### src/rtl/seg7_pkg.sv
`default_nettype none
// ============================================================================
//  Package     : seg7_pkg
//  Description : Shared constants and types for the 7-segment scan
//                controller. Segment codes are active-low, in the bit
//                order {g,f,e,d,c,b,a}.
//  Revision    : 1.0 - initial release
// ============================================================================
package seg7_pkg;

    // Largest digit count the scan controller supports
    localparam int NUM_DIGITS_MAX = 8;

    // Active-low segment patterns
    localparam logic [6:0] SEG_BLANK = 7'h7F;   // every segment dark
    localparam logic [6:0] SEG_DASH  = 7'h3F;   // only segment g lit

    // Pin polarities: common-anode board, everything active-low
    localparam logic AN_ON   = 1'b0;
    localparam logic AN_OFF  = 1'b1;
    localparam logic SEG_ON  = 1'b0;
    localparam logic SEG_OFF = 1'b1;

    typedef logic [3:0] bcd_t;
    typedef logic [6:0] seg_t;

endpackage : seg7_pkg
`default_nettype wire

### src/rtl/seg7_scan_ctrl_decoder.sv
`default_nettype none
// ============================================================================
//  Module      : seg7_scan_ctrl_decoder
//  Description : Combinational BCD to 7-segment decoder with active-low
//                outputs {g,f,e,d,c,b,a}. The caller guarantees that the
//                input is never above 9.
//  Ports       : digit [3:0] in  - BCD digit 0..9
//                seg   [6:0] out - active-low segment pattern
//  Revision    : 1.0 - initial release
// ============================================================================
module seg7_scan_ctrl_decoder
    import seg7_pkg::*;
(
    input  logic [3:0] digit,
    output logic [6:0] seg
);

    always_comb begin
        seg = SEG_DASH;
        case (digit)
            4'd0: seg = 7'b1000000;
            4'd1: seg = 7'b1111001;
            4'd2: seg = 7'b0100100;
            4'd3: seg = 7'b0110000;
            4'd4: seg = 7'b0011001;
            4'd5: seg = 7'b0010010;
            4'd6: seg = 7'b0000010;
            4'd7: seg = 7'b1111000;
            4'd8: seg = 7'b0000000;
            4'd9: seg = 7'b0010000;
            default: seg = SEG_DASH;
        endcase
    end

endmodule : seg7_scan_ctrl_decoder
`default_nettype wire

### src/rtl/seg7_scan_ctrl.sv
`default_nettype none
// ============================================================================
//  Module      : seg7_scan_ctrl
//  Description : Time-multiplexed scan controller for an N-digit common-anode
//                7-segment display sharing one BCD decoder. The BCD word is
//                snapshotted once per frame so digits never tear. Each slot
//                starts with a short all-dark window to hide ghosting;
//                leading-zero suppression and invalid-code masking are built
//                in.
//  Ports       : clk         in  - system clock
//                rst_n       in  - asynchronous active-low reset
//                en          in  - scan enable
//                digits_bcd  in  - packed BCD digits, digit 0 in [3:0]
//                dp_mask     in  - 1 = decimal point lit on digit i
//                lz_suppress in  - 1 = blank leading zeros
//                freeze      in  - 1 = hold current snapshot at frame wrap
//                an_n        out - anode selects, active-low
//                seg_n       out - segments {g,f,e,d,c,b,a}, active-low
//                dp_n        out - decimal point, active-low
//                frame_tick  out - one-cycle pulse after each full scan
//  Revision    : 1.0 - initial release
// ============================================================================
module seg7_scan_ctrl
    import seg7_pkg::*;
#(
    parameter int NUM_DIGITS   = 4,
    parameter int PRESCALE     = 50000,
    parameter int BLANK_CYCLES = 1000
) (
    input  logic                    clk,
    input  logic                    rst_n,
    input  logic                    en,
    input  logic [4*NUM_DIGITS-1:0] digits_bcd,
    input  logic [NUM_DIGITS-1:0]   dp_mask,
    input  logic                    lz_suppress,
    input  logic                    freeze,
    output logic [NUM_DIGITS-1:0]   an_n,
    output logic [6:0]              seg_n,
    output logic                    dp_n,
    output logic                    frame_tick
);

    localparam int PW = $clog2(PRESCALE);
    localparam int IW = (NUM_DIGITS > 2) ? $clog2(NUM_DIGITS) : 1;

    localparam logic [PW-1:0] c_pre_last  = PW'(PRESCALE - 1);
    localparam logic [PW-1:0] c_blank_end = PW'(BLANK_CYCLES);
    localparam logic [IW-1:0] c_idx_last  = IW'(NUM_DIGITS - 1);

    logic [PW-1:0]           r_pre_cnt;
    logic [IW-1:0]           r_idx;
    logic [4*NUM_DIGITS-1:0] r_snap;
    logic [NUM_DIGITS-1:0]   r_dp_snap;
    logic                    r_load;
    logic [NUM_DIGITS-1:0]   r_an_n;
    logic [6:0]              r_seg_n;
    logic                    r_dp_n;
    logic                    r_frame_tick;

    logic                    w_slot_end;
    logic                    w_frame_wrap;
    logic                    w_blank;
    logic [4*NUM_DIGITS-1:0] w_snap;
    logic [NUM_DIGITS-1:0]   w_dp_snap;
    bcd_t                    w_nib;
    logic                    w_dp_bit;
    logic                    w_zero_above;
    logic                    w_supp;
    logic [NUM_DIGITS-1:0]   w_an_next;
    bcd_t                    w_dec_in;
    seg_t                    w_dec_seg;
    seg_t                    w_seg_next;

    assign w_slot_end   = en && (r_pre_cnt == c_pre_last);
    assign w_frame_wrap = w_slot_end && (r_idx == c_idx_last);
    assign w_blank      = !en || (r_pre_cnt < c_blank_end);

    // While the load flag is pending the register has not captured yet, so
    // the live inputs stand in for it; the first lit cycle then never shows
    // stale data even with no blanking window.
    assign w_snap    = r_load ? digits_bcd : r_snap;
    assign w_dp_snap = r_load ? dp_mask    : r_dp_snap;

    // Select the current digit and work out suppression. Walking from the
    // most significant digit down, w_zero_above stays high only while every
    // digit from the top through the current one is zero.
    always_comb begin
        w_nib        = 4'd0;
        w_dp_bit     = 1'b0;
        w_supp       = 1'b0;
        w_zero_above = 1'b1;
        w_an_next    = {NUM_DIGITS{AN_OFF}};
        for (int i = NUM_DIGITS - 1; i >= 0; i--) begin
            w_zero_above = w_zero_above && (w_snap[4*i +: 4] == 4'd0);
            if (IW'(i) == r_idx) begin
                w_nib        = w_snap[4*i +: 4];
                w_dp_bit     = w_dp_snap[i];
                w_an_next[i] = AN_ON;
                w_supp       = lz_suppress && (i != 0) && w_zero_above;
            end
        end
    end

    // Non-BCD nibbles are steered to 0 so the decoder only ever sees 0..9;
    // the dash is substituted afterwards.
    assign w_dec_in = (w_nib > 4'd9) ? 4'd0 : w_nib;

    seg7_scan_ctrl_decoder u_decoder (
        .digit (w_dec_in),
        .seg   (w_dec_seg)
    );

    always_comb begin
        w_seg_next = w_dec_seg;
        if (w_nib > 4'd9) begin
            w_seg_next = SEG_DASH;
        end else if (w_supp) begin
            w_seg_next = SEG_BLANK;
        end
    end

    always_ff @(posedge clk or negedge rst_n) begin
        if (!rst_n) begin
            r_pre_cnt    <= '0;
            r_idx        <= '0;
            r_snap       <= '0;
            r_dp_snap    <= '0;
            r_load       <= 1'b1;
            r_an_n       <= {NUM_DIGITS{AN_OFF}};
            r_seg_n      <= SEG_BLANK;
            r_dp_n       <= SEG_OFF;
            r_frame_tick <= 1'b0;
        end else begin
            // Scan position; disabling parks the scan at slot 0 and arms a
            // fresh snapshot for the next enable.
            if (!en) begin
                r_pre_cnt <= '0;
                r_idx     <= '0;
                r_load    <= 1'b1;
            end else begin
                if (w_slot_end) begin
                    r_pre_cnt <= '0;
                    r_idx     <= (r_idx == c_idx_last) ? '0 : r_idx + 1'b1;
                end else begin
                    r_pre_cnt <= r_pre_cnt + 1'b1;
                end
                if (r_load || (w_frame_wrap && !freeze)) begin
                    r_snap    <= digits_bcd;
                    r_dp_snap <= dp_mask;
                end
                r_load <= 1'b0;
            end

            r_frame_tick <= w_frame_wrap;

            if (w_blank) begin
                r_an_n  <= {NUM_DIGITS{AN_OFF}};
                r_seg_n <= SEG_BLANK;
                r_dp_n  <= SEG_OFF;
            end else begin
                r_an_n  <= w_an_next;
                r_seg_n <= w_seg_next;
                r_dp_n  <= w_dp_bit ? SEG_ON : SEG_OFF;
            end
        end
    end

    assign an_n       = r_an_n;
    assign seg_n      = r_seg_n;
    assign dp_n       = r_dp_n;
    assign frame_tick = r_frame_tick;

`ifndef SYNTHESIS
    a_param_range: assert property (@(posedge clk)
        (NUM_DIGITS >= 2) && (NUM_DIGITS <= NUM_DIGITS_MAX) &&
        (PRESCALE >= 2) && (BLANK_CYCLES < PRESCALE));
    a_an_onehot: assert property (@(posedge clk) disable iff (!rst_n)
        $onehot0(~an_n));
    a_dec_range: assert property (@(posedge clk) disable iff (!rst_n)
        w_dec_in <= 4'd9);
    a_tick_single: assert property (@(posedge clk) disable iff (!rst_n)
        frame_tick |=> !frame_tick);
`endif

endmodule : seg7_scan_ctrl
`default_nettype wire
### config.mk
export PLATFORM = sky130hd
export DESIGN_NAME = seg7_scan_ctrl
export DESIGN_NICKNAME = d
export VERILOG_FILES = /design/src/rtl/seg7_pkg.sv /design/src/rtl/seg7_scan_ctrl_decoder.sv /design/src/rtl/seg7_scan_ctrl.sv
export SDC_FILE = /design/constraint.sdc
export NUM_CORES = 1
export LEC_CHECK = 0
export BUFFER_PORTS_ARGS = -buffer_cell sky130_fd_sc_hd__buf_4
export CAP_MARGIN = 10
export CORE_ASPECT_RATIO = 1.4
export CORE_MARGIN = 2
export CORE_UTILIZATION = 60
export DETAILED_ROUTE_END_ITERATION = 6
export MAX_ROUTING_LAYER = met4
export PLACE_DENSITY_LB_ADDON = 0.05
export SLEW_MARGIN = 10
export SYNTH_ARGS = -nofsm -noshare
export SYNTH_HDL_FRONTEND = slang
export SYNTH_SLANG_ARGS = --single-unit
### constraint.sdc
create_clock -name clk -period 4.54 [get_ports clk]
set_clock_uncertainty 0.1 [all_clocks]
set_input_delay 0.908 -clock clk [delete_from_list [all_inputs] [get_ports clk]]
set_output_delay 0.908 -clock clk [all_outputs]
set_load 0.05 [all_outputs]
=== Word-level counts from Yosys, hierarchy flattened ===
Memory sizes are Yosys's and may differ from the RTL's.
Index checks and enable logic that the tools add are counted.

* Memories kept: 1
* Input port bits: 25
* Bits in registers: 52
* Memory bits (read-only): 112
* Logic and storage cells: 68

* Equal/unequal tests: 6
* Muxes and demuxes: 31
* Add/subtract/negate cells: 2
* $lt $le $gt $ge: 2
* Reduce and logical (&&, ||, !) cells: 17

{| class="wikitable"
|+ Memory list
! memory !! words !! width !! read ports !! clocked after memory_dff !! write ports !! line !! source
|-
| (name not given) || 16 || 7 || 1 || 0 || 0 || seg7_scan_ctrl_decoder.sv:20 || <nowiki>case (digit)</nowiki>
|}

{| class="wikitable"
|+ Operator list
! cell !! count
|-
| 16-bit two-way mux || 3
|-
| 4-bit two-way mux || 7
|-
| 7-bit two-way mux || 3
|-
| 16-bit by 1-bit adder with 16-bit output, second input constant || 1
|-
| 16-bit == test, second input constant || 1
|-
| 16-bit by 10-bit < comparator with 1-bit output, second input constant || 1
|-
| 1-bit two-way mux || 15
|-
| 4-bit logical NOT || 3
|-
| 1-bit logical AND || 8
|-
| 2-bit two-way mux || 3
|-
| 2-bit == test, first input constant || 2
|-
| 4-bit > comparator, second input constant || 1
|-
| 2-bit by 1-bit adder with 2-bit output, second input constant || 1
|-
| 1-bit by 2-bit == test with 1-bit output, first input constant || 1
|-
| 2-bit == test, second input constant || 1
|-
| 1-bit logical NOT || 2
|-
| 2-bit logical NOT || 1
|-
| 1-bit logical OR || 2
|-
| 2-bit by 1-bit != test with 1-bit output, second input constant || 1
|-
| 2-bit AND reduction || 1
|}

=== Depth between registers and ports, before layout ===
An unclocked memory read counts as a cell.

* Depth after elaboration: 11
* Mapped depth: 13

=== Modules after synthesis ===
A second synthesis with hierarchy kept.

* Cell total of the unflattened synthesis: 275
* Area total of the unflattened synthesis: 2,989.1 um^2

{| class="wikitable"
|+ Modules (own cells, without submodules)
! module !! instances !! area each (um^2) !! cells each !! sequential area each (um^2)
|-
| seg7_scan_ctrl || 1 || 2,748.9 || 244 || 1,317.5
|-
| seg7_scan_ctrl_decoder || 1 || 240.2 || 31 || 0.0
|}

=== Worst setup path after synthesis ===
OpenSTA, ideal clock, no wires.

* Path type: input -> register
* From: input digits_bcd[14]
* To: register r_seg_n[4], in the netlist seg_n[4]
* Path buffers: 0
* Arrival time: 2.772 ns
* Required time: 4.360 ns
* Stages: 8
* Setup time: 0.080 ns
* Path slack: 1.588 ns
* Cell sequence: mux2_2 -> a221o_1 -> a22oi_4 -> a21boi_2 -> or2_4 -> ha_1 -> mux2_2 -> o221ai_2

* Cells in the longest elaborated chain, start to end: 11

{| class="wikitable"
|+ RTL lines
! what !! line !! source
|-
| from (decl) || seg7_scan_ctrl.sv:33 || <nowiki>input logic [4*NUM_DIGITS-1:0] digits_bcd,</nowiki>
|-
| 16-bit two-way mux (*) || seg7_scan_ctrl.sv:81 || <nowiki>assign w_snap = r_load ? digits_bcd : r_snap;</nowiki>
|-
| 4-bit two-way mux (4 in series) || seg7_scan_ctrl.sv:95 || <nowiki>if (IW'(i) == r_idx) begin</nowiki>
|-
| 4-bit > comparator || seg7_scan_ctrl.sv:106, seg7_scan_ctrl.sv:115 ||
|-
| 4-bit two-way mux || seg7_scan_ctrl.sv:106 || <nowiki>assign w_dec_in = (w_nib > 4'd9) ? 4'd0 : w_nib;</nowiki>
|-
| memory read 16 x 7 bit || -- ||
|-
| 7-bit two-way mux || seg7_scan_ctrl.sv:117 || <nowiki>end else if (w_supp) begin</nowiki>
|-
| 7-bit two-way mux (*) || seg7_scan_ctrl.sv:115 || <nowiki>if (w_nib > 4'd9) begin</nowiki>
|-
| 7-bit two-way mux (*) || seg7_scan_ctrl.sv:156 || <nowiki>if (w_blank) begin</nowiki>
|-
| to (signal assigned) || seg7_scan_ctrl.sv:162 || <nowiki>r_seg_n <= w_seg_next;</nowiki>
|-
| to (decl) || seg7_scan_ctrl.sv:56 || <nowiki>logic [6:0] r_seg_n;</nowiki>
|}

Every way passes the cells marked *; elsewhere a longest branch is shown, timed or not.
A chain may end at the register's enable or synchronous reset.

=== Worst setup path after layout ===
* From: register r_load
* To: register r_seg_n[5], in the netlist seg_n[5]

* Cells in the longest elaborated chain, start to end: 11

{| class="wikitable"
|+ RTL lines
! what !! line !! source
|-
| from (decl) || seg7_scan_ctrl.sv:54 || <nowiki>logic r_load;</nowiki>
|-
| from (signal assigned) || seg7_scan_ctrl.sv:128 || <nowiki>r_load <= 1'b1;</nowiki>
|-
| from (signal assigned) || seg7_scan_ctrl.sv:139 || <nowiki>r_load <= 1'b1;</nowiki>
|-
| from (signal assigned) || seg7_scan_ctrl.sv:151 || <nowiki>r_load <= 1'b0;</nowiki>
|-
| 16-bit two-way mux (*) || seg7_scan_ctrl.sv:81 ||
|-
| 4-bit two-way mux (4 in series) || seg7_scan_ctrl.sv:95 ||
|-
| 4-bit > comparator || seg7_scan_ctrl.sv:106, seg7_scan_ctrl.sv:115 ||
|-
| 4-bit two-way mux || seg7_scan_ctrl.sv:106 ||
|-
| memory read 16 x 7 bit || -- ||
|-
| 7-bit two-way mux || seg7_scan_ctrl.sv:117 ||
|-
| 7-bit two-way mux (*) || seg7_scan_ctrl.sv:115 ||
|-
| 7-bit two-way mux (*) || seg7_scan_ctrl.sv:156 ||
|}

Marked as above.

==> metrics.md <==
| Metric | Value |
|---|---|
| Status | completed |
| Via/cell ratio | between 5 and 6 |
| Share of layout cells above drive strength 1 | 36.2% |
| DP Wirelength | between 4000 and 5000 um |
| Leakage | roughly 1.4 nW |
| Top cells by area, synth | dfrtp_1 (35%), mux2_2 (12%), dfstp_2 (12%) |
| R2r setup slk | a little over 1 ns |
| # fillers | 383 |
| Setup Fix Bufs, Post-CTS | 0 |
| EDFF count, synth | 0 |
| Worst Path Arrival | ~3.7 ns |
| Via count | 1,944 |
| Final Critical Period | 3.53 ns |
| Total GRT Usage | a little under a quarter |
| Num CTS Buffers | 5 |
| Setup violators final | 0 |
| WHS Endpoint | r_pre_cnt[0]$_DFF_PN0_ |
| Die area | approximately 5200 sq um |
| Internal | approximately 0.00076 W |
| Clk root buf | clkbuf_8 |
| CP startpoint kind | flip-flop |
| Syn-to-layout area delta | 15.4% |
| Finished Core Util | 71.7% |
| Max Clk Rate | between 0.2 and 0.3 GHz |
| DRC viols | 0 |
| Die W | around 60 um |
| Initial antenna violation count | 0 |
| Warnings, synthesis | 0 |
| Max cap viols | 0 |
| Slew Limit Fails | 0 |
| Die Ht | 84.8 um |
| Area leader, netlist | dfrtp_1 |
| Port-buffer cells | 37 |
| Clk_lat worst skew | roughly 0.31 ns |
| Top post-synthesis cells by count | dfrtp_1 (39), mux2_2 (31), nor2_1 (24) |
| Number of diodes | 0 |
| DR pass1 iterations | 4 |
| Synthesized cell area | between 2000 and 3000 sq um |
| Number of global-route vias before repair | 2,002 |
| ANT nets after route | 0 |
| Crit Reg-Reg Endpoint | seg_n[5]$_DFF_PN1_ |
| Gpl congestion | about 0.88 |
| Hold Vio Cnt, Final | 0 |
| Clock-pin slew on the worst setup and hold paths | about 0.090 ns |
| Worst setup EP type | flip-flop |
| Sw frac | 23.7% |
| Async SR Flop Fraction | 100% |
| # H-tree levels | 2 |
| Gr ovfl total | 0 |
| Clock power share | 34.0% |
| Synth Area per Inst | about 11 sq um |
| Post-synthesis sequential area ratio | a little under half |
| CTS tree | done |
| Yosys cell types | just under 50 |
| Slew @ Worst Pin | about 0.82 ns |
| CP Data Required Time | roughly 4.7 ns |
| IO Count | 38 |
| Cells after Synth | approximately 250 |
| Combinational group share of total power | 14.5% |
| Fin crit share | between 70 and 80% |
| Final wirelength | 5420 um |
| Synthesized flop and latch total | 52 |
| Flop pwr share | approximately 52% |
| Synth Flop Type | dfrtp_1 |
| Longest Clk Path Bufs | 2 |
| Count leader, synth | dfrtp_1 |
| Row count | 29 |
| Switch Pwr | about 0.00024 W |
| Worst reg2reg path depth | 10 |
| Tightest Hold Check Type | flip-flop to flip-flop |
| CP Max Fanout | 29 |
| Initial Util | between 60% and 70% |
| Setup tns final | 0 ns |
| Core area | around 4500 sq um |
| Critical path class | flip-flop to flip-flop |
| Multi-input logic area | approximately 1400 sq um |
| Post-layout nets | 316 |
| Worst R2R Start | r_load$_DFF_PN1_ |
| Worst slew margin | between 40% and 50% |
| DR WL/cell | 15.8 um |
| Synthesized net count | 280 |
| Hold path depth | 1 |
| CTS sink cnt | 52 |
| Hold_buf cts | 0 |
| Min-delay src | r_pre_cnt[0]$_DFF_PN0_ |
| Pwr dens | a little over 300 nW/um^2 |
| Pin count of the biggest net entering global routing | between 50 and 60 |
| RSZ-0062 raised after global routing | false |
| Synth top area share | 34.9% |
| First-pass GRT wire length | 8970 um |
| PostCTS Resize Cnt | 0 |
| Iteration-0 DRC Markers | 73 |
| Reg area | about 1300 sq um |
| Peak supply drop | 0.225 mV |
-- metrics by stage --
| step | worst slack (ns) | total power, W | cell area (sq um) | cells | hold WS (ns) |
|---|---|---|---|---|---|
| 2_1_floorplan | 1.59 | 0.000618 | 2800 | 245 | 0.325 |
| 3_3_place_gp | 0.987 | 0.000663 | 3100 | 335 | 0.344 |
| 3_5_place_dp | 0.944 | 0.000668 | 3100 | 335 | 0.361 |
| 4_1_cts | 0.896 | 0.00101 | 3220 | 343 | 0.375 |
| 5_1_grt | 0.882 | 0.00104 | 3230 | 344 | 0.392 |
| 6_report | 1.01 | 0.00100 | 3230 | 344 | 0.376 |
-- critical path, cell delays in order (launching register included) --
cell and delay, ns:
dfstp_2 0.96, mux2_2 0.27, a221oi_1 0.07, o31ai_1 0.64
clkbuf_2 0.29, a21boi_2 0.25, or2_4 0.17, inv_2 0.04
ha_1 0.18, o311ai_0 0.37, nand2_1 0.09
-- logic make-up (layout without fill, tap and decap cells) --
kind of cell	after synthesis	after routing	synth area share (%)
AND/OR/NAND/NOR	73	73	13.7
flip-flops	52	52	47.1
multiplexers	44	44	17.5
AO/OA/AOI/OAI	36	36	9.71
buffers and inverters	16	53	3.09
XOR/XNOR	14	14	4.38
adder cells (fa/ha/maj)	10	10	4.47
-- layer usage --
| layer | up-vias | track usage, % | share of wire (%) |
|---|---|---|---|
| met5 | - | - | 0 |
| met4 | 0 | 9.67 | 2.6 |
| met3 | 11 | 3.85 | 3.7 |
| met2 | 45 | 41.4 | 54 |
| met1 | 938 | 25.9 | 39 |
| li1 | 950 | - | - |
-- power groups by stage --
stage,sequential (W),combinational [W],clock (W)
after floorplan,0.000514,0.000104,0
after global placement,0.000524,0.000139,0
after detailed placement,0.000525,0.000143,0
after CTS,0.000516,0.000144,0.000348
after global routing,0.000520,0.000159,0.000366
final,0.000516,0.000145,0.000341
-- worst max-delay path by stage --
stage,start,to,slack (ns),cells past startpoint
floorplan,digits_bcd[14],seg_n[4]$_DFF_PN1_,1.59,8
global placement,r_load$_DFF_PN1_,seg_n[5]$_DFF_PN1_,0.99,9
detailed placement,r_load$_DFF_PN1_,seg_n[5]$_DFF_PN1_,0.94,9
CTS,r_load$_DFF_PN1_,seg_n[5]$_DFF_PN1_,0.90,9
global route,r_load$_DFF_PN1_,seg_n[5]$_DFF_PN1_,0.88,10
finish,r_load$_DFF_PN1_,seg_n[5]$_DFF_PN1_,1.01,10
-- state kept, by name (all words and copies together), names as in the netlist, 2 cells and up --
signal	cells
seg_n	7
r_idx	2
r_pre_cnt	16
an_n	4
r_dp_snap	4
r_snap	16
-- final cells by class --
class	count	area share, %
Clock buffer	7	2.99
Tap cell	62	2.40
Clock inverter	1	0.931
Sequential cell	52	40.8
Timing Repair Buffer	39	9.00
Multi-Input combinational cell	177	43.2
Inverter	6	0.698
-- cell usage in the layout (no fill, tap or decap), types with 8 or more instances in the layout --
master / count
dfrtp_1: 39
buf_4: 38
mux2_2: 31
nor2_1: 24
nand2_1: 14
dfstp_2: 13
mux2i_1: 10
ha_1: 10
a21oi_1: 8
(Power assumes the default switching activity.)
